## config.mk

```make
export PLATFORM = sky130hd
export DESIGN_NAME = i2c_bit_engine_flat
export DESIGN_NICKNAME = d
export VERILOG_FILES = /design/src/rtl/i2c_bit_pkg.sv /design/src/rtl/i2c_bit_engine_if.sv /design/src/rtl/i2c_phase_thresholds.sv /design/src/rtl/i2c_bit_engine.sv /design/src/flat_wrapper.sv
export SDC_FILE = /design/constraint.sdc
export NUM_CORES = 1
export LEC_CHECK = 0
export BUFFER_PORTS_ARGS = -buffer_cell sky130_fd_sc_hd__buf_2
export CAP_MARGIN = 20
export CORE_AREA = 3 3 105 107
export CTS_CLUSTER_DIAMETER = 200
export DETAILED_ROUTE_END_ITERATION = 7
export DIE_AREA = 0 0 108 110
export PLACE_DENSITY_LB_ADDON = 0.1
export SYNTH_ARGS = -nofsm -noshare
export SYNTH_HDL_FRONTEND = slang
export SYNTH_SLANG_ARGS = --single-unit
```

## constraint.sdc

```tcl
create_clock -name clock_i -period 11.2 [get_ports clock_i]
set_input_delay 1.12 -clock clock_i [delete_from_list [all_inputs] [get_ports clock_i]]
set_output_delay 1.12 -clock clock_i [all_outputs]
set_load 0.005 [all_outputs]
```

## src/rtl/i2c_bit_pkg.sv

```systemverilog
// i2c_bit_pkg: shared types and constants for the I2C bit engine.
package i2c_bit_pkg;

    localparam int PHASES = 4;

    typedef enum logic [1:0] {
        CMD_START = 2'd0,
        CMD_STOP  = 2'd1,
        CMD_WRITE = 2'd2,
        CMD_READ  = 2'd3
    } cmd_t;

    typedef enum logic [2:0] {
        ST_IDLE = 3'd0,
        ST_ARM  = 3'd1,
        ST_RUN  = 3'd2,
        ST_SYNC = 3'd3,
        ST_ARM2 = 3'd4
    } bit_state_t;

endpackage

```

## src/rtl/i2c_bit_engine_if.sv

```systemverilog
// i2c_bit_engine_if: command handshake from the byte controller plus the
// open-drain bus lines. The engine uses the slave modport.
interface i2c_bit_engine_if #(
    parameter int TIMER_WIDTH = 8
);
    logic                   cmd_valid_i;
    logic                   cmd_ready_o;
    logic [1:0]             cmd_i;
    logic                   data_i;
    logic [TIMER_WIDTH-1:0] quarter_i;
    logic                   done_o;
    logic                   rx_bit_o;
    logic                   arb_lost_o;
    logic                   scl_i;
    logic                   sda_i;
    logic                   scl_oe_o;
    logic                   sda_oe_o;

    modport slave (
        input  cmd_valid_i, cmd_i, data_i, quarter_i, scl_i, sda_i,
        output cmd_ready_o, done_o, rx_bit_o, arb_lost_o, scl_oe_o, sda_oe_o
    );

    modport master (
        output cmd_valid_i, cmd_i, data_i, quarter_i, scl_i, sda_i,
        input  cmd_ready_o, done_o, rx_bit_o, arb_lost_o, scl_oe_o, sda_oe_o
    );
endinterface

```

## src/rtl/i2c_phase_thresholds.sv

```systemverilog
// i2c_phase_thresholds: maps a quarter period to cumulative timer thresholds
// {q, 2q, 3q, 4q} (or {q, 2q, 3q, 3q} for the second run), q = max(q_i, 1),
// saturating each to all-ones. Purely combinational.
module i2c_phase_thresholds #(
    parameter int TIMER_WIDTH = 8,
    parameter int PHASES      = 4
) (
    input  logic [TIMER_WIDTH-1:0]             q_i,
    input  logic                               run2_i,
    output logic [PHASES-1:0][TIMER_WIDTH-1:0] set_o
);
    // Two extra bits hold 4 * (2^W - 1) without wrapping.
    localparam int EW = TIMER_WIDTH + 2;

    logic [EW-1:0] q_ext;
    logic [EW-1:0] acc;

    // Running sum of q per phase; the last phase of run 2 repeats the previous sum.
    always_comb begin
        q_ext = (q_i == '0) ? EW'(1) : EW'(q_i);
        acc   = '0;
        set_o = '0;
        for (int k = 0; k < PHASES; k++) begin
            if (!(run2_i && (k == PHASES - 1))) begin
                acc = acc + q_ext;
            end
            set_o[k] = (acc[EW-1:TIMER_WIDTH] != '0) ? '1 : acc[TIMER_WIDTH-1:0];
        end
    end

endmodule

```

## src/rtl/i2c_bit_engine.sv

```systemverilog
// i2c_bit_engine: executes one I2C bit command (START/STOP/WRITE/READ) by
// programming an external phase timer and stepping SCL/SDA on its expired
// flags. Define I2C_CLOCK_STRETCH_EN to wait for SCL high after release and
// finish the bit with a second timer run.
//
// state | meaning
// IDLE  | ready for a command, lines hold their last level
// ARM   | pulse timer start, flags are stale and ignored
// RUN   | phase counter advances on expired_i[phase]
// SYNC  | (stretch) wait for the bus to show SCL high
// ARM2  | (stretch) pulse timer start for the second run
module i2c_bit_engine #(
    parameter int TIMER_WIDTH = 8,
    parameter int PHASES      = 4
) (
    input  logic                               clock_i,
    input  logic                               reset_i,
    i2c_bit_engine_if.slave                    bus,
    output logic [PHASES-1:0][TIMER_WIDTH-1:0] timer_set_o,
    output logic                               timer_start_o,
    input  logic [PHASES-1:0]                  expired_i
);
    import i2c_bit_pkg::*;

    bit_state_t                         state_q, state_d;
    cmd_t                               cmd_q, cmd_d;
    logic                               data_q, data_d;
    logic [1:0]                         phase_q, phase_d;
    logic [PHASES-1:0][TIMER_WIDTH-1:0] set_q, set_d;
    logic                               scl_oe_q, scl_oe_d;
    logic                               sda_oe_q, sda_oe_d;
    logic                               done_q, done_d;
    logic                               rx_q, rx_d;
    logic                               arb_q, arb_d;

    logic [PHASES-1:0][TIMER_WIDTH-1:0] thr;
    logic [TIMER_WIDTH-1:0]             thr_q_in;
    logic                               thr_run2;
    logic [1:0]                         act;
    logic                               accept;

`ifdef I2C_CLOCK_STRETCH_EN
    logic [TIMER_WIDTH-1:0] quarter_q, quarter_d;
    logic                   run2_q, run2_d;

    // Second run reuses the quarter latched at accept; its phases shift up by one action.
    assign thr_q_in      = (state_q == ST_IDLE) ? bus.quarter_i : quarter_q;
    assign thr_run2      = (state_q != ST_IDLE);
    assign act           = run2_q ? (phase_q + 2'd1) : phase_q;
    assign timer_start_o = (state_q == ST_ARM) || (state_q == ST_ARM2);
`else
    assign thr_q_in      = bus.quarter_i;
    assign thr_run2      = 1'b0;
    assign act           = phase_q;
    assign timer_start_o = (state_q == ST_ARM);
`endif

    i2c_phase_thresholds #(
        .TIMER_WIDTH (TIMER_WIDTH),
        .PHASES      (PHASES)
    ) u_thresholds (
        .q_i    (thr_q_in),
        .run2_i (thr_run2),
        .set_o  (thr)
    );

    assign accept          = bus.cmd_valid_i && (state_q == ST_IDLE);
    assign bus.cmd_ready_o = (state_q == ST_IDLE);
    assign bus.done_o      = done_q;
    assign bus.rx_bit_o    = rx_q;
    assign bus.arb_lost_o  = arb_q;
    assign bus.scl_oe_o    = scl_oe_q;
    assign bus.sda_oe_o    = sda_oe_q;
    assign timer_set_o     = set_q;

    // Next-state and line actions; one phase action per expired flag.
    always_comb begin
        state_d  = state_q;
        cmd_d    = cmd_q;
        data_d   = data_q;
        phase_d  = phase_q;
        set_d    = set_q;
        scl_oe_d = scl_oe_q;
        sda_oe_d = sda_oe_q;
        done_d   = 1'b0;
        arb_d    = 1'b0;
        rx_d     = rx_q;
`ifdef I2C_CLOCK_STRETCH_EN
        quarter_d = quarter_q;
        run2_d    = run2_q;
`endif
        case (state_q)
            ST_IDLE: begin
                if (accept) begin
                    cmd_d   = cmd_t'(bus.cmd_i);
                    data_d  = bus.data_i;
                    set_d   = thr;
                    phase_d = '0;
                    state_d = ST_ARM;
`ifdef I2C_CLOCK_STRETCH_EN
                    quarter_d = bus.quarter_i;
                    run2_d    = 1'b0;
`endif
                    // SCL is left alone for START/STOP so a repeated start works from low SCL.
                    case (cmd_t'(bus.cmd_i))
                        CMD_START: sda_oe_d = 1'b0;
                        CMD_STOP:  sda_oe_d = 1'b1;
                        CMD_WRITE: begin
                            scl_oe_d = 1'b1;
                            sda_oe_d = !bus.data_i;
                        end
                        default: begin
                            scl_oe_d = 1'b1;
                            sda_oe_d = 1'b0;
                        end
                    endcase
                end
            end
            ST_ARM: state_d = ST_RUN;
            ST_RUN: begin
                if (expired_i[phase_q]) begin
                    phase_d = phase_q + 2'd1;
                    case (act)
                        2'd0: begin
                            scl_oe_d = 1'b0;
`ifdef I2C_CLOCK_STRETCH_EN
                            state_d  = ST_SYNC;
`endif
                        end
                        2'd1: begin
                            case (cmd_q)
                                CMD_START: sda_oe_d = 1'b1;
                                CMD_STOP:  sda_oe_d = 1'b0;
                                CMD_READ:  rx_d     = bus.sda_i;
                                default: begin
                                    // Released SDA seen low: another master owns the bus.
                                    if (data_q && !bus.sda_i) begin
                                        scl_oe_d = 1'b0;
                                        sda_oe_d = 1'b0;
                                        done_d   = 1'b1;
                                        arb_d    = 1'b1;
                                        state_d  = ST_IDLE;
                                    end
                                end
                            endcase
                        end
                        2'd2: begin
                            if (cmd_q != CMD_STOP) begin
                                scl_oe_d = 1'b1;
                            end
                        end
                        default: begin
                            done_d  = 1'b1;
                            state_d = ST_IDLE;
                        end
                    endcase
                end
            end
`ifdef I2C_CLOCK_STRETCH_EN
            ST_SYNC: begin
                if (bus.scl_i) begin
                    set_d   = thr;
                    phase_d = '0;
                    run2_d  = 1'b1;
                    state_d = ST_ARM2;
                end
            end
            ST_ARM2: state_d = ST_RUN;
`endif
            default: state_d = ST_IDLE;
        endcase
    end

    // State and output registers with synchronous reset.
    always_ff @(posedge clock_i) begin
        if (reset_i) begin
            state_q  <= ST_IDLE;
            cmd_q    <= CMD_START;
            data_q   <= 1'b0;
            phase_q  <= '0;
            set_q    <= '0;
            scl_oe_q <= 1'b0;
            sda_oe_q <= 1'b0;
            done_q   <= 1'b0;
            rx_q     <= 1'b0;
            arb_q    <= 1'b0;
`ifdef I2C_CLOCK_STRETCH_EN
            quarter_q <= '0;
            run2_q    <= 1'b0;
`endif
        end else begin
            state_q  <= state_d;
            cmd_q    <= cmd_d;
            data_q   <= data_d;
            phase_q  <= phase_d;
            set_q    <= set_d;
            scl_oe_q <= scl_oe_d;
            sda_oe_q <= sda_oe_d;
            done_q   <= done_d;
            rx_q     <= rx_d;
            arb_q    <= arb_d;
`ifdef I2C_CLOCK_STRETCH_EN
            quarter_q <= quarter_d;
            run2_q    <= run2_d;
`endif
        end
    end

endmodule

```

## src/flat_wrapper.sv

```systemverilog
// flat-port wrapper written by rule: the top's interface ports become plain ports
module i2c_bit_engine_flat import i2c_bit_pkg::*;
#(
    parameter int TIMER_WIDTH = 8,
    parameter int PHASES      = 4
)
  (clock_i, reset_i, timer_set_o, timer_start_o, expired_i, bus_cmd_valid_i, bus_cmd_i, bus_data_i, bus_quarter_i, bus_scl_i, bus_sda_i, bus_cmd_ready_o, bus_done_o, bus_rx_bit_o, bus_arb_lost_o, bus_scl_oe_o, bus_sda_oe_o);
  i2c_bit_engine_if #(.TIMER_WIDTH(TIMER_WIDTH)) bus_i ();
  input  logic clock_i;
  input  logic reset_i;
  output logic [PHASES-1:0][TIMER_WIDTH-1:0] timer_set_o;
  output logic timer_start_o;
  input  logic [PHASES-1:0] expired_i;
  input wire logic [$bits(bus_i.cmd_valid_i)-1:0] bus_cmd_valid_i;
  input wire logic [$bits(bus_i.cmd_i)-1:0] bus_cmd_i;
  input wire logic [$bits(bus_i.data_i)-1:0] bus_data_i;
  input wire logic [$bits(bus_i.quarter_i)-1:0] bus_quarter_i;
  input wire logic [$bits(bus_i.scl_i)-1:0] bus_scl_i;
  input wire logic [$bits(bus_i.sda_i)-1:0] bus_sda_i;
  output wire logic [$bits(bus_i.cmd_ready_o)-1:0] bus_cmd_ready_o;
  output wire logic [$bits(bus_i.done_o)-1:0] bus_done_o;
  output wire logic [$bits(bus_i.rx_bit_o)-1:0] bus_rx_bit_o;
  output wire logic [$bits(bus_i.arb_lost_o)-1:0] bus_arb_lost_o;
  output wire logic [$bits(bus_i.scl_oe_o)-1:0] bus_scl_oe_o;
  output wire logic [$bits(bus_i.sda_oe_o)-1:0] bus_sda_oe_o;
  assign bus_i.cmd_valid_i = bus_cmd_valid_i;
  assign bus_i.cmd_i = bus_cmd_i;
  assign bus_i.data_i = bus_data_i;
  assign bus_i.quarter_i = bus_quarter_i;
  assign bus_i.scl_i = bus_scl_i;
  assign bus_i.sda_i = bus_sda_i;
  assign bus_cmd_ready_o = bus_i.cmd_ready_o;
  assign bus_done_o = bus_i.done_o;
  assign bus_rx_bit_o = bus_i.rx_bit_o;
  assign bus_arb_lost_o = bus_i.arb_lost_o;
  assign bus_scl_oe_o = bus_i.scl_oe_o;
  assign bus_sda_oe_o = bus_i.sda_oe_o;
  i2c_bit_engine #(.TIMER_WIDTH(TIMER_WIDTH), .PHASES(PHASES)) u_core (.clock_i(clock_i), .reset_i(reset_i), .bus(bus_i), .timer_set_o(timer_set_o), .timer_start_o(timer_start_o), .expired_i(expired_i));
endmodule
```

==> results.txt <==
First-pass GRT wire length = 11,300 um
Crit Path Category = primary input to flop
Multi-input gate area = 1460 sq um
Hold buffers post-CTS = 0
Clock Power Share = 0.289
Flop pwr share = 0.423
Area grow syn2layout = 20.8%
Non-Filler Instances = 485
Die ar. = 11,900 sq um
WHS Path Cells = 2
Critical path peak fanout = 8
Pin count of the biggest net entering global routing = 36
Number of buffers added on ports = 57
Buffer count from post-CTS setup fixing = 0
Final critical-path share of the clock period = 0.449
Clk pin slew, worst setup/hold paths = 80 ps
Post-DRT Antenna Nets = 0
Inserted Diodes = 0
Total wire length = 6860 um
Max-slew violation count = 0
RSZ-0062 raised after global routing = no
FF-to-FF End = u_core.timer_set_o[28]$_SDFFE_PP0P_
Vias in the first global route = 2,223
Hold Slack = 451 ps
Setup Skew = 8.22 ps
Yosys top cell by area = dfxtp_1
Status = complete, no violations
Drt drc = 0
Final HPWL DP = 5150 um
Vias per cell = 4.47
Worst slew pin tran = 888 ps
CP Launch Type = primary input
Num CTS Buffers = 5
Clk buf depth = 2
Initial antenna violation count = 0
Layout Utilization = 0.289
TritonCTS clock tree = built
Max_cap viols = 0
Endpoints failing setup = 0
Post-synthesis net count = 342
Int Pwr = 0.288 mW
Fill count = 1,132
Clock sinks = 43
Nets@finish = 393
Vias = 2,170
FF+latch area = 861 sq um
Hold Crit Class = flop to flop
Min cycle time layout = 5020 ps
Sequential area share after synthesis = 0.352
GRT Total Usage = 0.120
Mapped Cells = 298
Setup Total Neg Slack = 0 ps
Worst reg2reg setup slack = 9060 ps
Unique masters post-synth = 42
Root Driver = clkbuf_8
Max Freq = 0.199 GHz
Post-synth top area share = 0.352
Warnings from Yosys = 0
Placer congestion estimate = 0.777
Worst ir drop on vdd = 0.0483 mV
Mapped Area = 2450 sq um
Slew Limit Headroom = 0.406
Die extent in x = 108 um
Row Count = 37
Area contributors post-synth = dfxtp_1 35%, ha_1 12%, nand2_1 6.6%
Hold_sp = u_core.timer_set_o[24]$_SDFFE_PP0P_
P_sw = 0.134 mW
Switching share of power = 0.317
Post_cts resized = 0
Core area = 10,200 sq um
Mean post-synth cell area = 8.21 sq um
Cells after DPL = 478
Pre-antenna DRT Iters = 4
Pwr dens = 143 nW/um^2
Die span in y = 110 um
CP required = 11,350 ps
Worst r2r src = u_core.state_q[1]$_SDFFE_PP0P_
Wire per inst = 14.1 um
WHS Endpoint = u_core.timer_set_o[24]$_SDFFE_PP0P_
WP data arrival = 5180 ps
Synth Register Bits = 43
Worst-Skew Late Latency = 300 ps
Total grt overflow = 0
Starting density of the core = 0.239
Starting DRT DRC Count = 67
Critical path capture point type = flop
Logic gate share of total power = 0.288
Register-to-Register Path Depth = 7
Hold Vio Cnt, Final = 0
P_leak = 1.32 nW
Layout cells sized above 1 = 0.238
H-tree depth = 2
Ports = 59
==> Yosys cell counts (all sizes together) <==
master / instances
dfxtp: 43
nand2: 43
nor2: 34
a21oi: 31
ha: 23
inv: 19
clkbuf: 13
o21ai: 11
nand3: 9
nor3: 8
o221a: 7
xnor2: 7
a211oi: 4
and2: 4
xor2: 4
a21o: 3
a311oi: 3
a31oi: 3
nor2b: 3
o211ai: 3
o21a: 3
o22ai: 3
a2bb2oi: 2
a311o: 2
nand2b: 2
a221o: 1
and4b: 1
buf: 1
fa: 1
mux2i: 1
mux4: 1
nor3b: 1
o21bai: 1
o31a: 1
or3: 1
or4: 1
==> how the worst max path moves through the flow <==
stage,startpoint,end,slack (ps),cells after the start
2_1_floorplan,bus_quarter_i[6],u_core.timer_set_o[27]$_SDFFE_PP0P_,6530,19
3_3_place_gp,bus_quarter_i[7],u_core.timer_set_o[31]$_SDFFE_PP0P_,5820,19
3_5_place_dp,bus_quarter_i[7],u_core.timer_set_o[30]$_SDFFE_PP0P_,5830,19
4_1_cts,bus_quarter_i[7],u_core.timer_set_o[28]$_SDFFE_PP0P_,6130,19
5_1_grt,bus_quarter_i[7],u_core.timer_set_o[28]$_SDFFE_PP0P_,5870,19
6_report,bus_quarter_i[7],u_core.timer_set_o[28]$_SDFFE_PP0P_,6180,19
==> cells in the final DEF (no fill, tap or decap), drive strengths merged, types with 2 or more instances in the layout <==
cell,n
a21oi,31
o211ai,3
a2bb2oi,2
clkbuf,6
nand2,43
nor2b,3
buf,58
a21o,3
xnor2,7
o22ai,3
dfxtp,43
nor2,34
and2,4
nand3,9
o21a,3
o221a,7
o21ai,11
ha,23
a311oi,3
nor3,8
a311o,2
inv,19
a31oi,3
nand2b,2
xor2,4
a211oi,4
==> metrics by stage <==
step	setup WS [ps]	power [mW]	area [sq um]
floorplan	6530	0.264	2450
global placement	5820	0.306	2850
detailed placement	5830	0.306	2850
CTS	6130	0.431	2960
global route	5870	0.453	2960
finish	6180	0.422	2960
==> registers in the layout (all words and copies together) (netlist names) <==
| signal | count |
|---|---|
| u_core.bus.done_o | 1 |
| u_core.bus.sda_oe_o | 1 |
| u_core.cmd_q | 2 |
| u_core.act | 2 |
| u_core.data_q | 1 |
| u_core.bus.rx_bit_o | 1 |
| u_core.timer_set_o | 31 |
| u_core.bus.scl_oe_o | 1 |
| u_core.state_q | 2 |
| u_core.bus.arb_lost_o | 1 |
==> critical path, cell delays in order <==
cell	delay, ps
buf_2	160
inv_1	100
ha_1	190
and4b_4	210
and2_2	250
nor2_1	360
ha_1	310
nand3_1	110
nand2b_1	70
a21oi_1	170
xnor2_1	180
ha_1	320
and2_1	190
o21a_1	160
a311o_2	390
a31oi_2	280
a31oi_1	170
a2bb2oi_4	280
o21ai_0	140
==> power by group through the flow <==
stage | combinational, mW | sequential, mW | clock (mW)
floorplan | 0.0809 | 0.183 | 0
global placement | 0.124 | 0.182 | 0
detailed placement | 0.123 | 0.182 | 0
CTS | 0.125 | 0.179 | 0.128
global route | 0.139 | 0.181 | 0.133
finish | 0.121 | 0.179 | 0.122
==> metal layers <==
metal	GRT usage	vias up	wire length, um
li1	-	1130	-
met1	0.167	989	3500
met2	0.196	47	3030
met3	0.0210	4	270
met4	0.0271	0	62
met5	0	-	0
==> cells by family after synthesis <==
group           after synthesis  synth area share
compound gates               78             0.225
xor+xnor                     11            0.0394
fa+ha+maj                    24             0.126
buf+inv                      33            0.0522
flops                        43             0.352
mux                           2            0.0133
simple gates                107             0.193
==> final cells by class <==
type | instances | area share
clock buffer | 6 | 0.0246
sequential | 43 | 0.291
multi-input combinational | 222 | 0.493
tap | 136 | 0.0576
timing repair buffer | 58 | 0.0991
clock inverter | 1 | 0.0102
inverter | 19 | 0.0241
Power figures use the tool's default switching activity.
